### config.mk
export PLATFORM = sky130hd
export DESIGN_NAME = vga_pixel_fetch
export DESIGN_NICKNAME = d
export VERILOG_FILES = /design/src/rtl/vga_pkg.sv /design/src/rtl/sync_fifo.sv /design/src/rtl/vga_pixel_fetch.sv
export SDC_FILE = /design/constraint.sdc
export NUM_CORES = 1
export LEC_CHECK = 0
export ABC_CLOCK_PERIOD_IN_PS = 8900
export BUFFER_PORTS_ARGS = -buffer_cell sky130_fd_sc_hd__buf_2
export CAP_MARGIN = 30
export CORE_MARGIN = 2
export CORE_UTILIZATION = 41
export DETAILED_ROUTE_END_ITERATION = 12
export SLEW_MARGIN = 20
export SYNTH_ARGS = -nofsm -noshare
export SYNTH_HDL_FRONTEND = slang
export SYNTH_SLANG_ARGS = --single-unit
### constraint.sdc
create_clock -name clk -period 8.9 [get_ports clk]
set_clock_uncertainty 0.2 [all_clocks]
set_input_delay 0.445 -clock clk [delete_from_list [all_inputs] [get_ports clk]]
set_output_delay 0.445 -clock clk [all_outputs]
set_load 0.02 [all_outputs]
### src/rtl/vga_pkg.sv
// Shared VGA constants: active geometry, pixel size, RGB444 field offsets and
// the fetch-state encoding used by the pixel feeder.
package vga_pkg;
    localparam int H_ACTIVE  = 640;
    localparam int V_ACTIVE  = 480;
    localparam int FRAME_PIX = H_ACTIVE * V_ACTIVE;
    localparam int PIX_BYTES = 2;

    localparam int RGB_B_LSB = 0;
    localparam int RGB_G_LSB = 4;
    localparam int RGB_R_LSB = 8;

    typedef enum logic [1:0] {
        ST_IDLE,
        ST_FETCH,
        ST_DONE
    } fetch_state_e;
endpackage

### src/rtl/sync_fifo.sv
// Single-clock FIFO with show-ahead head, synchronous flush and occupancy count.
module sync_fifo #(
    parameter int WIDTH = 16,
    parameter int DEPTH = 16
) (
    input  logic                     clk,
    input  logic                     rst,
    input  logic                     flush,
    input  logic                     push,
    input  logic [WIDTH-1:0]         wdata,
    input  logic                     pop,
    output logic [WIDTH-1:0]         rdata,
    output logic [$clog2(DEPTH):0]   count,
    output logic                     empty
);
    localparam int AW = $clog2(DEPTH);

    logic [WIDTH-1:0] mem [DEPTH];
    logic [AW-1:0]    wr_ptr, rd_ptr;
    logic             full, do_push, do_pop;

    assign empty   = (count == '0);
    assign full    = (count == (AW+1)'(DEPTH));
    assign do_push = push && !full;
    assign do_pop  = pop && !empty;
    assign rdata   = mem[rd_ptr];

    always_ff @(posedge clk or posedge rst) begin
        if (rst) begin
            wr_ptr <= '0;
            rd_ptr <= '0;
            count  <= '0;
        end else if (flush) begin
            wr_ptr <= '0;
            rd_ptr <= '0;
            count  <= '0;
        end else begin
            if (do_push) wr_ptr <= wr_ptr + AW'(1);
            if (do_pop)  rd_ptr <= rd_ptr + AW'(1);
            case ({do_push, do_pop})
                2'b10:   count <= count + (AW+1)'(1);
                2'b01:   count <= count - (AW+1)'(1);
                default: count <= count;
            endcase
        end
    end

    always_ff @(posedge clk) begin
        if (do_push && !flush) mem[wr_ptr] <= wdata;
    end
endmodule

### src/rtl/vga_pixel_fetch.sv
// Streams one frame of 16-bit pixels from memory into a prefetch FIFO and hands
// one pixel per request to the timing stage, flagging underruns.
module vga_pixel_fetch #(
    parameter logic [31:0] BASE_ADDR   = 32'h0000_0000,
    parameter int          FRAME_PIX   = 307200,
    parameter int          FIFO_DEPTH  = 16,
    parameter logic [15:0] UNDER_COLOR = 16'h0F00
) (
    input  logic        clk,
    input  logic        rst,
    input  logic        frame_start,
    input  logic        pix_req,
    output logic [15:0] pixel,
    output logic        underrun,
    output logic        mem_req_valid,
    input  logic        mem_req_ready,
    output logic [31:0] mem_addr,
    input  logic        mem_rvalid,
    input  logic [15:0] mem_rdata
);
    import vga_pkg::*;

    localparam int CW = $clog2(FIFO_DEPTH) + 1;
    localparam int RW = $clog2(FRAME_PIX + 1);

    fetch_state_e  state;
    logic [RW-1:0] req_cnt;
    logic [CW-1:0] outstanding, out_next, drop_cnt, fifo_count;
    logic [15:0]   fifo_head;
    logic          fifo_empty, credit_ok, req_acc, push, pop;

    // Every in-flight read owns a FIFO slot, so the FIFO cannot overflow.
    assign credit_ok     = ({1'b0, fifo_count} + {1'b0, outstanding}) < (CW+1)'(FIFO_DEPTH);
    assign mem_req_valid = (state == ST_FETCH) && credit_ok;
    assign req_acc       = mem_req_valid && mem_req_ready;
    assign push          = mem_rvalid && (drop_cnt == '0) && !frame_start;
    assign pop           = pix_req && !fifo_empty && !frame_start;

    always_comb begin
        out_next = outstanding;
        if (req_acc && !mem_rvalid)      out_next = outstanding + CW'(1);
        else if (!req_acc && mem_rvalid) out_next = outstanding - CW'(1);
    end

    sync_fifo #(.WIDTH(16), .DEPTH(FIFO_DEPTH)) u_fifo (
        .clk   (clk),
        .rst   (rst),
        .flush (frame_start),
        .push  (push),
        .wdata (mem_rdata),
        .pop   (pop),
        .rdata (fifo_head),
        .count (fifo_count),
        .empty (fifo_empty)
    );

    always_ff @(posedge clk or posedge rst) begin
        if (rst) begin
            state       <= ST_IDLE;
            mem_addr    <= BASE_ADDR;
            req_cnt     <= '0;
            outstanding <= '0;
            drop_cnt    <= '0;
            pixel       <= '0;
            underrun    <= 1'b0;
        end else begin
            outstanding <= out_next;
            if (frame_start) begin
                // Reads still in flight belong to the old frame; discard them on return.
                state    <= ST_FETCH;
                mem_addr <= BASE_ADDR;
                req_cnt  <= '0;
                drop_cnt <= out_next;
                underrun <= 1'b0;
            end else begin
                if (req_acc) begin
                    mem_addr <= mem_addr + 32'(PIX_BYTES);
                    req_cnt  <= req_cnt + RW'(1);
                    if (req_cnt == RW'(FRAME_PIX - 1)) state <= ST_DONE;
                end
                if (mem_rvalid && drop_cnt != '0) drop_cnt <= drop_cnt - CW'(1);
                if (pix_req) begin
                    if (fifo_empty) begin
                        pixel    <= UNDER_COLOR;
                        underrun <= 1'b1;
                    end else begin
                        pixel <= fifo_head;
                    end
                end
            end
        end
    end
endmodule

==> impl_metrics.env, run 1 <==
export IMPL_coreArea_sq_um=35500
export IMPL_crit_fanout=11
export IMPL_syn_to_final_growth_pct=15.5
export IMPL_root_buffer="clkbuf_16"
export IMPL_cp_common_cell="nor2_1"
export IMPL_rr_startpoint="u_fifo.count[1]"
export IMPL_relSlewSlack=0.339
export IMPL_cts_made_buffers=38
export IMPL_vias_per_cell=5.71
export IMPL_cpMaxStageDelayCell="o21ai_1"
export IMPL_synth_top_cell_area_share=0.523
export IMPL_syn_area_sq_um=14700
export IMPL_startpoint_type="flop"
export IMPL_portBuffers=70
export IMPL_grt_pass1_wl_um=50400
export IMPL_end_kind="flop"
export IMPL_reg2reg_depth=9
export IMPL_seq_area_frac_synth=0.679
export IMPL_status="complete, no violations"
export IMPL_dr_total_vias=8378
export IMPL_rows=69
export IMPL_finalHoldViolations=0
export IMPL_peakVddDrop_mv=0.248
export IMPL_dr_pass1_iters=7
export IMPL_maxCapViolCount=0
export IMPL_initial_core_util=0.414
export IMPL_hp_class="primary input to flop"
export IMPL_finalSetupTns_ns=0
export IMPL_hold_worst_slack_ns=0.101
export IMPL_cts_clk_slew_worst_paths_ns=0.06
export IMPL_synth_seq_cells=348
export IMPL_regToRegSetupSlack_ns=5.43
export IMPL_drv_slew=0
export IMPL_grt_usage=0.173
export IMPL_first_global_vias=8387
export IMPL_synth_avg_cell_area_sq_um=16.4
export IMPL_cts_sinks=348
export IMPL_insertion_delay_ns=0.54
export IMPL_ys_warn_count=0
export IMPL_fp_dieArea_sq_um=37400
export IMPL_die_w_um=193
export IMPL_htreeDepth=2
export IMPL_diodes=0
export IMPL_yosysUniqueCellTypes=65
export IMPL_final_common_cell="edfxtp_1"
export IMPL_ant_nets=0
export IMPL_finalSetupViolations=0
export IMPL_dp_cells=1394
export IMPL_leakage_nw=5.88
export IMPL_ys_flop_type="edfxtp_1"
export IMPL_finalNonFillerCells=1468
export IMPL_max_freq_mhz=288
export IMPL_grt_max_degree=55
export IMPL_gr_total_overflow=0
export IMPL_power_density_nw_per_um2=259
export IMPL_hpwl_um=20600
export IMPL_synth_edf_count=256
export IMPL_routed_wl_um=32400
export IMPL_antenna_found_initial=1
export IMPL_cts_tree="yes"
export IMPL_wl_per_cell_um=22.0
export IMPL_synthCells=895
export IMPL_synth_top_cells_by_area="edfxtp_1 52%, dfrtp_1 16%, mux4_2 12%"
export IMPL_drcViolationCount=0
export IMPL_tightest_slew_ns=0.992
export IMPL_layout_drive_gt1_share=0.258
export IMPL_cp_arrival_ns=3.65
export IMPL_cp_slowest_stage_delay_ns=0.68
export IMPL_period_share=0.390
export IMPL_syn_num_nets=934
export IMPL_clk_path_buf_depth=3
export IMPL_mostFrequentLayoutCells="256 x edfxtp_1, 89 x dfrtp_1, 80 x mux4_2"
export IMPL_fp_dieH_um=193
export IMPL_synth_top_cell_by_area="edfxtp_1"
export IMPL_fillCellCount=2971
export IMPL_crit_type="flop to flop"
export IMPL_min_period_ns=3.47
export IMPL_io_pins=72
export IMPL_gp_congestion=0.769
export IMPL_critical_path_cell_chain="or4_1, o21ai_1, nor2_1, xor2_1, ha_1, nor2_1, o31ai_1, o211a_1, nor3_1"
export IMPL_nets=1017
export IMPL_ys_async_sr_fraction=0.264
export IMPL_crit_end="u_fifo.count[4]"
export IMPL_crit_path_start="u_fifo.count[1]"
export IMPL_rsz0062_at_grt="no"
export IMPL_drtIter0Drc=695
export IMPL_crit_required_ns=9.08
export IMPL_r2r_end="u_fifo.count[4]"
cell type report:
type | instances | area, sq um | share of cell area
Sequential cell | 348 | 10000 | 0.589
Clock buffer | 49 | 1030 | 0.0608
Timing Repair Buffer | 89 | 541 | 0.0318
Clock inverter | 20 | 274 | 0.0161
Multi-Input combinational cell | 478 | 4470 | 0.263
Inverter | 23 | 88.8 | 0.00523
Tap cell | 461 | 577 | 0.0340
through the flow:
step,area [sq um],utilization,setup slack [ns],power [W]
2_1_floorplan,14700,-,5.40,0.00255
6_report,17000,0.479,5.43,0.00439
3_3_place_gp,15500,0.438,5.44,0.00280
3_5_place_dp,15600,0.440,5.36,0.00280
5_1_grt,17000,0.479,5.14,0.00457
4_1_cts,16900,0.477,5.44,0.00444
metal layers:
metal | track usage | wire [um] | vias up
li1 | - | - | 3733
met1 | 0.256 | 15100 | 4327
met2 | 0.267 | 14900 | 272
met3 | 0.0329 | 1820 | 44
met4 | 0.0407 | 526 | 2
met5 | 0 | 13 | -
worst max-delay path, delay by kind of cell, from the launching register on:
kind / cells / cell delay (ns)
AO/OA/AOI/OAI: 3 / 1.22
AND/OR/NAND/NOR: 4 / 0.97
flip-flops: 1 / 0.50
adder cells (fa/ha/maj): 1 / 0.25
XOR/XNOR: 1 / 0.18
cells by family after synthesis:
| group | synth area share |
|---|---|
| multiplexers | 0.129 |
| AO/OA/AOI/OAI | 0.0579 |
| XOR/XNOR | 0.0191 |
| adder cells (fa/ha/maj) | 0.0145 |
| other | 0.000255 |
| buffers and inverters | 0.0189 |
| AND/OR/NAND/NOR | 0.0808 |
| flip-flops | 0.679 |
Yosys cell counts, drive strengths merged (5+ instances only):
cell type	count
xor2	15
a21oi	41
a22o	14
and3	8
mux4	80
nor4b	5
mux2	6
inv	23
nor4	6
o31ai	14
nor2	42
xnor2	17
nand2	32
and4	8
clkbuf	32
and2	11
or3	18
nor3	8
or4	15
o21ai	29
edfxtp	256
dfrtp	92
ha	17
nand4	19
nand3	24
buf	14
power by group:
| part | leakage (nW) | internal [W] | switching (W) |
|---|---|---|---|
| sequential | 3.52 | 0.00182 | 0.000137 |
| clock | 0.646 | 0.000977 | 0.000651 |
| combinational | 1.71 | 0.000380 | 0.000425 |
sequential cells by signal, indices dropped and copies added (netlist names):
signal	cells
state	2
req_cnt	19
u_fifo.count	5
u_fifo.rd_ptr	4
u_fifo.wr_ptr	4
pixel	16
outstanding	5
u_fifo.mem	256
mem_addr	31
drop_cnt	5
underrun	1
repair_timing:
item | CTS | global route
hold endpoints to repair | 43 | 0
hold buffers | 1 | 0
setup buffers | 0 | 0
gates resized for setup | 0 | 0
worst min path at each step:
| stage | depth (start not counted) | endpoint | start |
|---|---|---|---|
| 6_report | 3 | underrun | pix_req |
| 5_1_grt | 3 | underrun | pix_req |
| 4_1_cts | 3 | underrun | pix_req |
| 3_5_place_dp | 1 | pixel[7] | pixel[7] |
| 3_3_place_gp | 1 | pixel[7] | pixel[7] |
| 2_1_floorplan | 1 | outstanding[4] | outstanding[4] |
Note: power is estimated with default switching activity, not from simulation.
==> inputs of run 2 (changes only) <==
--- a/config.mk
+++ b/config.mk
@@ -5,7 +5,7 @@
 export SDC_FILE = /design/constraint.sdc
 export NUM_CORES = 1
 export LEC_CHECK = 0
-export ABC_CLOCK_PERIOD_IN_PS = 8900
+export ABC_CLOCK_PERIOD_IN_PS = 3400
 export BUFFER_PORTS_ARGS = -buffer_cell sky130_fd_sc_hd__buf_2
 export CAP_MARGIN = 30
 export CORE_MARGIN = 2
==> constraint.sdc (replaced) <==
create_clock -name clk -period 3.4 [get_ports clk]
set_clock_uncertainty 0.2 [all_clocks]
set_input_delay 0.17 -clock clk [delete_from_list [all_inputs] [get_ports clk]]
set_output_delay 0.17 -clock clk [all_outputs]
set_load 0.02 [all_outputs]
==> impl_metrics.env, run 2 (synthesis results as in run 1) <==
export IMPL_grt_pass1_wl_um=50600
export IMPL_fp_dieArea_sq_um=37400
export IMPL_initial_core_util=0.414
export IMPL_antenna_found_initial=0
export IMPL_gr_total_overflow=0
export IMPL_regToRegSetupSlack_ns=0.48
export IMPL_htreeDepth=2
export IMPL_crit_required_ns=3.42
export IMPL_coreArea_sq_um=35500
export IMPL_clk_path_buf_depth=3
export IMPL_power_density_nw_per_um2=663
export IMPL_cts_sinks=348
export IMPL_fillCellCount=2944
export IMPL_cts_resized=0
export IMPL_ant_nets=0
export IMPL_gp_congestion=0.777
export IMPL_finalSetupViolations=0
export IMPL_startpoint_type="flop"
export IMPL_peakVddDrop_mv=0.507
export IMPL_multi_input_area_sq_um=4470
export IMPL_period_share=0.860
export IMPL_portBuffers=70
export IMPL_first_global_vias=8591
export IMPL_routed_wl_um=32200
export IMPL_root_buffer="clkbuf_16"
export IMPL_insertion_delay_ns=0.54
export IMPL_largest_reg_flops=256
export IMPL_die_w_um=193
export IMPL_maxCapViolCount=0
export IMPL_cts_made_buffers=38
export IMPL_final_common_cell="edfxtp_1"
export IMPL_drcViolationCount=0
export IMPL_syn_to_final_growth_pct=18.3
export IMPL_crit_fanout=16
export IMPL_mostFrequentLayoutCells="256 x edfxtp_1, 89 x dfrtp_1, 80 x mux4_2"
export IMPL_max_freq_mhz=342
export IMPL_cts_clk_slew_worst_paths_ns=0.06
export IMPL_io_pins=72
export IMPL_rsz0062_at_grt="no"
export IMPL_finalNonFillerCells=1521
export IMPL_layout_drive_gt1_share=0.274
export IMPL_relSlewSlack=0.483
export IMPL_drtIter0Drc=477
export IMPL_grt_usage=0.174
export IMPL_cts_tree="yes"
export IMPL_drv_slew=0
export IMPL_grt_max_degree=61
export IMPL_post_cts_buffers=0
export IMPL_diodes=0
export IMPL_crit_type="flop to flop"
export IMPL_regMostFlops="u_fifo.mem"
export IMPL_finalHoldViolations=0
export IMPL_end_kind="flop"
export IMPL_leakage_nw=6.12
export IMPL_hpwl_um=20400
export IMPL_dp_cells=1431
export IMPL_fp_dieH_um=193
export IMPL_vias_per_cell=5.54
export IMPL_wl_per_cell_um=21.2
export IMPL_nets=1069
export IMPL_min_period_ns=2.92
export IMPL_regArea_sq_um=10000
export IMPL_dr_pass1_iters=5
export IMPL_top_regs="u_fifo.mem x256, mem_addr x31, req_cnt x19"
export IMPL_hp_class="primary input to flop"
export IMPL_status="complete, no violations"
export IMPL_finalSetupTns_ns=0
export IMPL_cp_arrival_ns=2.94
export IMPL_dr_total_vias=8430
export IMPL_rows=69
export IMPL_tightest_slew_ns=0.775
==> run 2: worst paths after layout <==
check | startpoint | depth (start not counted) | to
worst max-delay path | drop_cnt[0] | 8 | u_fifo.mem[3][8]
worst min-delay path | mem_req_ready | 5 | req_cnt[7]
worst max register to register | drop_cnt[0] | 8 | u_fifo.mem[3][8]
worst min register to register | underrun | 2 | underrun
max in group asynchronous | rst | 4 | pixel[1]
min in group asynchronous | rst | 3 | req_cnt[9]
==> run 2: final cells by class <==
type | instances | area share
Clock inverter | 25 | 0.0182
Sequential cell | 348 | 0.575
Timing Repair Buffer | 141 | 0.0558
Inverter | 23 | 0.00511
Tap cell | 461 | 0.0332
Clock buffer | 45 | 0.0562
Multi-Input combinational cell | 478 | 0.257
==> run 2: report_power, final <==
part,switching (W),internal (W)
combinational,0.00112,0.00110
sequential,0.000318,0.00477
clock,0.00169,0.00254
total,0.00313,0.00841
==> run 2: metrics by stage <==
stage / power (W) / area, sq um / hold slack, ns / setup WS [ns] / utilization
after detailed placement: 0.00740 / 15900 / 0.179 / 0.457 / 0.448
after global placement: 0.00738 / 15900 / 0.174 / 0.549 / 0.448
after floorplan: 0.00668 / 14700 / 0.0689 / -0.0950 / -
after CTS: 0.0117 / 17400 / 0.0110 / 0.469 / 0.490
final: 0.0115 / 17400 / 0.0401 / 0.478 / 0.490
after global routing: 0.0121 / 17400 / 0.0650 / 0.267 / 0.490
==> run 2: routing by layer <==
| metal | wire (um) | part of all wire | vias up | global-route usage |
|---|---|---|---|---|
| met5 | 0 | 0 | - | 0 |
| met4 | 823 | 0.026 | 0 | 0.0509 |
| met2 | 15800 | 0.49 | 190 | 0.283 |
| li1 | - | - | 3855 | - |
| met1 | 14200 | 0.44 | 4328 | 0.241 |
| met3 | 1420 | 0.044 | 57 | 0.0309 |
==> run 2: what timing repair did <==
| item | 4_1_cts | 5_1_grt |
|---|---|---|
| endpoints found under the hold margin | 327 | 0 |
| hold buffers | 20 | 0 |
| setup endpoints to repair | 0 | 0 |
==> run 2: critical path: stages (launching register included) <==
cell	delay [ns]
dfrtp_1	0.39
inv_1	0.09
ha_1	0.13
or4b_1	0.47
a211oi_2	0.32
buf_4	0.23
nor3b_1	0.35
and2_1	0.19
buf_4	0.25
